<file path="src/rtl/monopulse_averager.sv">
// Block averager for the monopulse relation stream: start-up discard, then one average per 2^LOG2_LEN samples.
// Optional AVG_ROUNDING_EN: round half toward +inf instead of flooring.
//
// state     | meaning
// ST_WARMUP | counting off start-up samples, nothing accumulated
// ST_ACCUM  | accumulating blocks, one average per block
module monopulse_averager #(
  parameter int          DATA_SIZE = 64,
  parameter int          LOG2_LEN  = 4,
  parameter int          DISCARD   = 8,
  parameter int unsigned THRESHOLD = 1024
) (
  input  logic                        i_clock,
  input  logic                        i_reset,
  input  logic signed [DATA_SIZE-1:0] i_relation,
  input  logic                        i_valid,
  output logic signed [DATA_SIZE-1:0] o_average,
  output logic                        o_valid,
  output logic                        o_in_range,
  output logic                        o_settled
);

  localparam int AW  = DATA_SIZE + LOG2_LEN;
  localparam int DCW = $clog2(DISCARD + 2);
  localparam logic [DCW-1:0]     DISC_LAST = DCW'((DISCARD > 0) ? DISCARD - 1 : 0);
  localparam logic [DATA_SIZE:0] THR       = (DATA_SIZE + 1)'(THRESHOLD);
`ifdef AVG_ROUNDING_EN
  localparam logic signed [AW-1:0] RND = AW'(2 ** (LOG2_LEN - 1));
`else
  localparam logic signed [AW-1:0] RND = '0;
`endif

  typedef enum logic {ST_WARMUP, ST_ACCUM} state_t;
  localparam state_t ST_RESET = (DISCARD == 0) ? ST_ACCUM : ST_WARMUP;

  state_t                 state_q;
  logic [DCW-1:0]         disc_q;
  logic [LOG2_LEN-1:0]    cnt_q;
  logic signed [AW-1:0]   acc_q;

  logic signed [AW-1:0]        acc_d;
  logic signed [AW-1:0]        sum_r;
  logic signed [DATA_SIZE-1:0] avg;
  logic [DATA_SIZE:0]          avg_x;
  logic [DATA_SIZE:0]          mag;
  logic                        in_range;
  logic                        unused_lsbs;

  assign acc_d = acc_q + {{LOG2_LEN{i_relation[DATA_SIZE-1]}}, i_relation};
  assign sum_r = acc_d + RND;
  // Dropping the low bits is the arithmetic shift; the result always fits DATA_SIZE bits.
  assign avg   = sum_r[AW-1:LOG2_LEN];
  assign avg_x = {avg[DATA_SIZE-1], avg};
  assign mag   = avg_x[DATA_SIZE] ? -avg_x : avg_x;
  assign in_range    = (mag <= THR);
  assign unused_lsbs = ^sum_r[LOG2_LEN-1:0];

  always_ff @(posedge i_clock or negedge i_reset) begin
    if (!i_reset) begin
      state_q    <= ST_RESET;
      disc_q     <= '0;
      cnt_q      <= '0;
      acc_q      <= '0;
      o_average  <= '0;
      o_valid    <= 1'b0;
      o_in_range <= 1'b0;
      o_settled  <= (DISCARD == 0);
    end else begin
      o_valid <= 1'b0;
      if (i_valid) begin
        case (state_q)
          ST_WARMUP: begin
            if (disc_q == DISC_LAST) begin
              state_q   <= ST_ACCUM;
              o_settled <= 1'b1;
            end else begin
              disc_q <= disc_q + DCW'(1);
            end
          end
          ST_ACCUM: begin
            cnt_q <= cnt_q + LOG2_LEN'(1);
            if (&cnt_q) begin
              acc_q      <= '0;
              o_average  <= avg;
              o_in_range <= in_range;
              o_valid    <= 1'b1;
            end else begin
              acc_q <= acc_d;
            end
          end
          default: state_q <= ST_RESET;
        endcase
      end
    end
  end

endmodule

</file>
<file path="config.mk">
export PLATFORM = sky130hd
export DESIGN_NAME = monopulse_averager
export DESIGN_NICKNAME = d
export VERILOG_FILES = /design/src/rtl/monopulse_averager.sv
export SDC_FILE = /design/constraint.sdc
export NUM_CORES = 1
export LEC_CHECK = 0
export CAP_MARGIN = 15
export CORE_MARGIN = 2
export CORE_UTILIZATION = 42
export CTS_CLUSTER_SIZE = 10
export DETAILED_ROUTE_END_ITERATION = 10
export PLACE_DENSITY = 0.59
export SLEW_MARGIN = 20
export SYNTH_ARGS = -nofsm -noshare
export SYNTH_HDL_FRONTEND = slang
export SYNTH_SLANG_ARGS = --single-unit
export TNS_END_PERCENT = 10
</file>
<file path="constraint.sdc">
create_clock -name i_clock -period 13 [get_ports i_clock]
set_input_delay 1.95 -clock i_clock [delete_from_list [all_inputs] [get_ports i_clock]]
set_output_delay 1.95 -clock i_clock [all_outputs]
set_load 0.05 [all_outputs]
</file>
Word level (Yosys, flattened, before mapping)
Index checks and enable logic that the tools add are counted.

Flip-flop bits (word level): 144. Input bits: 67. Output and inout port bits: 67. Word-level logic and storage cells: 28.

Add/subtract/negate cells: 4. Magnitude comparators: 1. Equal/unequal tests: 1. Mux-type cells: 7. Bitwise operators: 2. Reduce and logical (&&, ||, !) cells: 5.

Operators by type and width (count): adder 68 bit (1); two-way mux 68 bit (1); <= comparator 65 x 11 -> 1 bit (second input constant) (1); two-way mux 65 bit (1); negation 65 bit (1); adder 4 x 1 -> 4 bit (second input constant) (2); AND reduction 3 bit (2); AND reduction 6 bit (1); two-way mux 1 bit (5); equality test 4 x 3 -> 1 bit (second input constant) (1); AND reduction 4 bit (1); inverter 1 bit (2); AND reduction 2 bit (1).

Logic depth before layout (Yosys ltp)
Gate-level depths: netlist of run 1.

Word-level depth: 4. Depth in mapped cells: 18. Depth with buffers taken out: 16.

Worst setup path before layout of run 1
OpenSTA, ideal clock, no wires.

Kind: in2reg. Start: input i_relation[0]. End: register o_in_range. Setup time: 92 ps. Arrival: 6456 ps. Slack: 6452 ps. Stages: 17. Path buffers: 1. Path through: ha_1 -> fa_1 -> a211oi_4 -> nor2_1 -> nand2_1 -> a21oi_1 -> or2_1 -> o311ai_2 -> nand3_1 -> or2_1 -> clkbuf_1 -> nor4b_2 -> nand3_1 -> mux2i_1 -> or4_1 -> a2111o_1 -> o31ai_2.

Cells in the longest elaborated chain, start to end: 4.

RTL lines: from (decl) (line 15) `input logic signed [DATA_SIZE-1:0] i_relation,`; adder 68 bit * (line 49) `assign acc_d = acc_q + {{LOG2_LEN{i_relation[DATA_SIZE-1]}}, i_relation};`; negation 65 bit (line 54) `assign mag = avg_x[DATA_SIZE] ? -avg_x : avg_x;`; two-way mux 65 bit * (line 54); <= comparator 65 x 11 -> 1 bit * (line 55) `assign in_range = (mag <= THR);`; to (signal assigned) (line 85) `o_in_range <= in_range;`; to (decl) (line 19) `output logic o_in_range,`.

Every way passes the cells marked *; elsewhere a longest branch is shown, timed or not. A chain may end at the register's enable or synchronous reset.

Worst setup path in the final report of run 1
Same ends and word-level chain as after synthesis.

==> results of run 1 <==
## placed cells by master (no fill, tap or decap), types with 19 or more instances in the layout
cell type        instances
a21o_1                  27
o21ai_0                169
o211ai_1                22
a21oi_1                104
or3_1                   19
nor3_1                  50
o31ai_1                 19
nand2_1                304
a211oi_1                22
nand3_1                 47
dfrtp_1                144
nand4_1                 60
and2_1                  19
buf_4                   24
xnor2_1                 30
ha_1                    70
clkdlybuf4s50_1        132
nor2_1                 110
inv_1                   19
## layout make-up
type / count / area [sq um] / area share
Multi-Input combinational cell: 1431 / 8950 / 0.588
Inverter: 20 / 75.1 / 0.00493
Tap cell: 396 / 495 / 0.0325
Clock inverter: 15 / 165 / 0.0108
Clock buffer: 17 / 425 / 0.0279
Timing Repair Buffer: 157 / 1510 / 0.0993
Sequential cell: 144 / 3600 / 0.237
## sequential cells by signal, summed over array words and instances (netlist names)
signal      count
o_valid         1
o_average      64
o_in_range      1
disc_q          4
state_q         1
o_settled       1
cnt_q           4
acc_q          68
## power groups by stage
stage | clock, mW | sequential (mW) | combinational (mW)
floorplan | 0 | 1.09 | 2.09
global placement | 0 | 0.798 | 3.60
detailed placement | 0 | 0.800 | 3.61
CTS | 0.532 | 0.797 | 3.62
global route | 0.549 | 0.821 | 3.95
finish | 0.521 | 0.796 | 3.70
## metal layers
layer / track usage / wire length (microns) / vias to the layer above / part of all wire
li1: - / - / 6508 / -
met1: 0.455 / 24300 / 6862 / 0.47
met2: 0.463 / 22000 / 580 / 0.43
met3: 0.0673 / 4050 / 77 / 0.078
met4: 0.0910 / 1200 / 0 / 0.023
met5: 0 / 0 / - / 0
## worst register-to-register path, cell delays in order (launching register included)
cell      delay [ps]
dfrtp_1          380
ha_1             240
fa_1             480
a211oi_4         390
o21ai_2          240
a211oi_1         320
a21oi_1          210
o211ai_1         400
o31ai_1          270
nor4_1           510
nand4_1          430
nor4b_2          730
nand2_1          140
mux2i_1          150
or4_1            520
a2111o_1         310
o31ai_2          230
## cells by family (layout without fill, tap and decap cells)
group	Yosys count	in the layout	synth area share
buf+inv	110	209	0.0372
flops	144	144	0.277
simple gates	722	722	0.272
fa+ha+maj	71	71	0.0688
mux	19	19	0.0151
compound gates	570	570	0.297
xor+xnor	49	49	0.0336
## worst min path at each step
stage / startpoint / endpoint
finish: o_average[12] / o_average[12]
global route: o_average[14] / o_average[14]
CTS: o_average[14] / o_average[14]
detailed placement: o_settled / o_settled
global placement: o_average[16] / o_average[16]
floorplan: acc_q[3] / acc_q[3]
## through the flow
stage | hold WS [ps] | area [sq um] | worst slack [ps] | std cells | util
after global routing | 506 | 15200 | 4950 | 2180 | 0.498
after floorplan | 447 | 13000 | 6450 | 1685 | -
after global placement | 461 | 14600 | 5140 | 2148 | 0.478
after detailed placement | 461 | 14600 | 5040 | 2148 | 0.478
final | 477 | 15200 | 5430 | 2180 | 0.498
after CTS | 481 | 15200 | 5540 | 2180 | 0.498
==> reports/results.tsv, run 1 <==
metric	value	unit
CTS tree	done	
Top delay family on crit path	compound AO/OA/AOI/OAI gates	
gpl congestion	0.966	
dpl hpwl	39400	microns
Die H	180	microns
hold_buf cts	0	
gr usage total	0.312	
WHS Path Cells	2	
final setup skew	26.0	ps
Switch Pwr	2.92	mW
# Max-Cap Violations	0	
Synth warnings	0	
die width	180	microns
largest net degree at the start of global routing	89	
main flop type after synthesis	dfrtp_1	
Cell Rows	64	
Tcrit/Tclk final	0.582	
PwrDens	329	mW/mm^2
crit path launch type	input pin	
antenna-violating nets left	0	
Initial Util	0.425	
Mapped Nets	1823	
drt initial violations	1335	
CP Cell Sequence	clkdlybuf4s50_1 > ha_1 > fa_1 > a211oi_4 > o21ai_2 > a211oi_1 > a21oi_1 > o211ai_1 > o31ai_1 > nor4_1 > nand4_1 > nor4b_2 > nand2_1 > mux2i_1 > or4_1 > a2111o_1 > o31ai_2	
I/O Pins	134	
worst rel slew slack	0.302	
initial antenna violation count	1	
diodes inserted	0	
top-area cell type share of the netlist area	0.277	
Post-synth top cells	nand2_1 (305), o21ai_0 (169), dfrtp_1 (144)	
Int Power	2.09	mW
FFs w/ async S/R, synth	1.00	
Gate power share	0.737	
Synth area leader	dfrtp_1	
RSZ-0062 raised after global routing	false	
core area	0.0306	sq mm
Crit path required time	13380	ps
die area	0.0324	sq mm
vias in the first global route	13200	
sequential fraction of design power	0.159	
Tightest Pin Transition	1040	ps
Vias	14000	
clock-pin slew on the worst setup and hold paths	80	ps
Critical R2R Launch	acc_q[0]	
worst skew pair latency	480	ps
grt ovf	0	
DRC viols	0	
Post-Synthesis Cells	1685	
Post-Synthesis Cell Area	0.0130	sq mm
status	complete, no violations	
number of gates resized after CTS	0	
Max Freq	132	MHz
overall power	5.01	mW
clk sink count	144	
Largest stage delay, worst path	730	ps
Setup TNS Final	0	ps
post-synthesis sequential area ratio	0.277	
Slew Viols, Final	0	
leak pwr	6.13	nW
post-CTS setup buffers	0	
worst hold path type	reg -> reg	
reg-to-reg setup timing slack	6960	ps
Clock Path Buffers	2	
H-tree levels	4	
crit path DAT	7950	ps
kind of critical path	in -> reg	
count leader, synth	nand2_1	
fin crit period	7570	ps
Worst R2R End	o_in_range	
crit path max-delay cell type	nor4b_2	
Routed WL per cell	23.7	microns
Worst Setup End Kind	register	
P&R area growth vs syn	17.0	%
post-synthesis sequential element count	144	
number of I/O port buffers	133	
Avg Inst Size Synth	7.72	sq um
first-pass GRT wire length	78900	microns
critical path startpoint	i_relation[0]	
ratio of cells with drive above 1 in the final layout	0.0740	
VDD IR max	0.000180	V
# fillers	3089	
worst-path fanout max	7	
Worst R2R Path Depth	16	
Synth area leaders	dfrtp_1 (28%), nand2_1 (8.8%), ha_1 (6.7%), o21ai_0 (6.5%), a21oi_1 (4.0%)	
termination of the worst setup path	o_in_range	
CP Depth	17	
TritonCTS Buffers	17	
final setup vio count	0	
WL final	51600	microns
WP buf/inv	1	
Avg Vias per Cell	6.43	
nets	1909	
synth unique cells	100	
Sw Ratio	0.583	
Final Hold Viols	0	
clock network fraction of total power	0.104	
Post-synth EDFFs	0	
drt pass-1 iters	6	
Root Driver	clkbuf_16	
Power figures use the tool's default switching activity.
==> run 2: changes to the inputs <==
==> constraint.sdc (replaced) <==
create_clock -name i_clock -period 7 [get_ports i_clock]
set_input_delay 1.05 -clock i_clock [delete_from_list [all_inputs] [get_ports i_clock]]
set_output_delay 1.05 -clock i_clock [all_outputs]
set_load 0.05 [all_outputs]
==> run 2 against run 1 <==
  * Design area increased by 2.1%
  * Global-route usage increased by 1.4 points
  * Setup slack got worse by 4700 ps
  * Flip-flop and latch count did not move
  * Combinational power increased by 94%
  * Highest routed layer unchanged
  * Clock power up 82%
  * Via count up 0.76%
==> reports/results.tsv, run 2 (synthesis results as in run 1) <==
metric	value	unit
Vias	14100	
register area	0.00360	sq mm
Crit path required time	7380	ps
number of I/O port buffers	133	
drt initial violations	1341	
gpl congestion	0.974	
Root Driver	clkbuf_16	
dpl hpwl	41500	microns
H-tree levels	4	
RSZ-0062 raised after global routing	false	
die width	180	microns
crit path DAT	6690	ps
DRC viols	0	
worst skew pair latency	480	ps
hold_buf cts	0	
crit path launch type	input pin	
gr usage total	0.326	
Setup TNS Final	0	ps
PwrDens	617	mW/mm^2
grt ovf	0	
number of gates resized after CTS	0	
core area	0.0306	sq mm
fin util	0.508	
vias in the first global route	13500	
nets	1955	
final setup vio count	0	
Top reg by flops	acc_q	
ratio of cells with drive above 1 in the final layout	0.0951	
# fillers	3028	
leak pwr	6.35	nW
clk sink count	144	
initial antenna violation count	0	
Cell Rows	64	
Tightest Pin Transition	862	ps
most common cell after layout, fill and taps aside	nand2_1	
worst hold path type	reg -> reg	
drt pass-1 iters	6	
Avg Vias per Cell	6.35	
final setup skew	24.9	ps
status	complete, no violations	
Die H	180	microns
Routed WL per cell	23.9	microns
worst-path fanout max	7	
# Max-Cap Violations	0	
CTS tree	done	
Slew Viols, Final	0	
most frequent cells in the layout	nand2_1 (304), o21ai_0 (169), dfrtp_1 (144), clkdlybuf4s50_1 (132), nor2_1 (110)	
kind of critical path	in -> reg	
Final Hold Viols	0	
die area	0.0324	sq mm
first-pass GRT wire length	82000	microns
P&R area growth vs syn	19.5	%
antenna-violating nets left	0	
Largest regs	acc_q x68, o_average x64	
I/O Pins	134	
Worst Setup End Kind	register	
largest net degree at the start of global routing	85	
worst rel slew slack	0.421	
Multi-input gate area	0.00894	sq mm
TritonCTS Buffers	17	
post-CTS setup buffers	0	
clock-pin slew on the worst setup and hold paths	70	ps
VDD IR max	0.000370	V
Tcrit/Tclk final	0.900	
Max Freq	159	MHz
fin crit period	6300	ps
WL final	53100	microns
Clock Path Buffers	2	
number of flip-flops in the largest register	68	
diodes inserted	0	
Initial Util	0.425	
-- run 2: changes by cell type in the layout (fill, tap and decap cells not counted), moves of 3 or more --
cell,previous run,this run
inv_8,3,0
inv_6,6,3
buf_4,24,70
clkinv_2,0,3
clkbuf_1,0,3
-- run 2: cell type report --
cell class / count / area share
Clock buffer: 20 / 0.0281
Clock inverter: 12 / 0.00861
Inverter: 20 / 0.00483
Multi-Input combinational cell: 1431 / 0.575
Sequential cell: 144 / 0.232
Tap cell: 396 / 0.0319
Timing Repair Buffer: 203 / 0.120
-- run 2: per-stage QoR --
step / hold slack [ps] / worst slack (ps) / cells / cell area (sq um) / total power [mW]
floorplan: 447 / 1350 / 1685 / 13000 / 5.91
global placement: 459 / 391 / 2194 / 15000 / 8.45
detailed placement: 461 / 279 / 2194 / 15000 / 8.45
CTS: 484 / 742 / 2226 / 15500 / 9.44
global route: 496 / 461 / 2226 / 15500 / 10.2
finish: 479 / 698 / 2226 / 15500 / 9.59
-- run 2: power by group --
| group | switching [mW] | internal, mW | total, mW | leakage, nW |
|---|---|---|---|---|
| sequential | 0.250 | 1.23 | 1.48 | 1.84 |
| clock | 0.421 | 0.527 | 0.948 | 0.275 |
| combinational | 4.83 | 2.33 | 7.16 | 4.23 |
-- run 2: worst max-delay path, stage by stage --
cell and delay [ps]:
clkdlybuf4s50_1 410, ha_1 260, fa_1 480, a211oi_4 390, o21ai_2 230, a211oi_1 310, a21oi_1 190, o211ai_1 450
o31ai_1 290, nor4_1 290, buf_4 190, nand3_2 80, or4b_4 550, or4_1 520, o211a_1 120, a311o_1 270
a2111o_1 380, o31ai_2 220
-- run 2: path summary, 6_finish.rpt --
path	endpoint	cells after the start	slack (ps)	start
max reg2reg	o_in_range	17	1340	acc_q[0]
max	o_in_range	18	700	i_relation[0]
min in group asynchronous	o_average[24]	1	620	i_reset
max in group asynchronous	acc_q[61]	2	5020	i_reset
min	o_average[29]	2	480	o_average[29]
min reg2reg	o_average[29]	2	480	o_average[29]
-- run 2: routing by layer --
| layer | vias to the layer above | wire length, microns | track usage |
|---|---|---|---|
| met1 | 6807 | 24600 | 0.474 |
| li1 | 6583 | - | - |
| met2 | 633 | 22000 | 0.469 |
| met3 | 110 | 4650 | 0.0754 |
| met5 | - | 0 | 0 |
| met4 | 0 | 1830 | 0.123 |
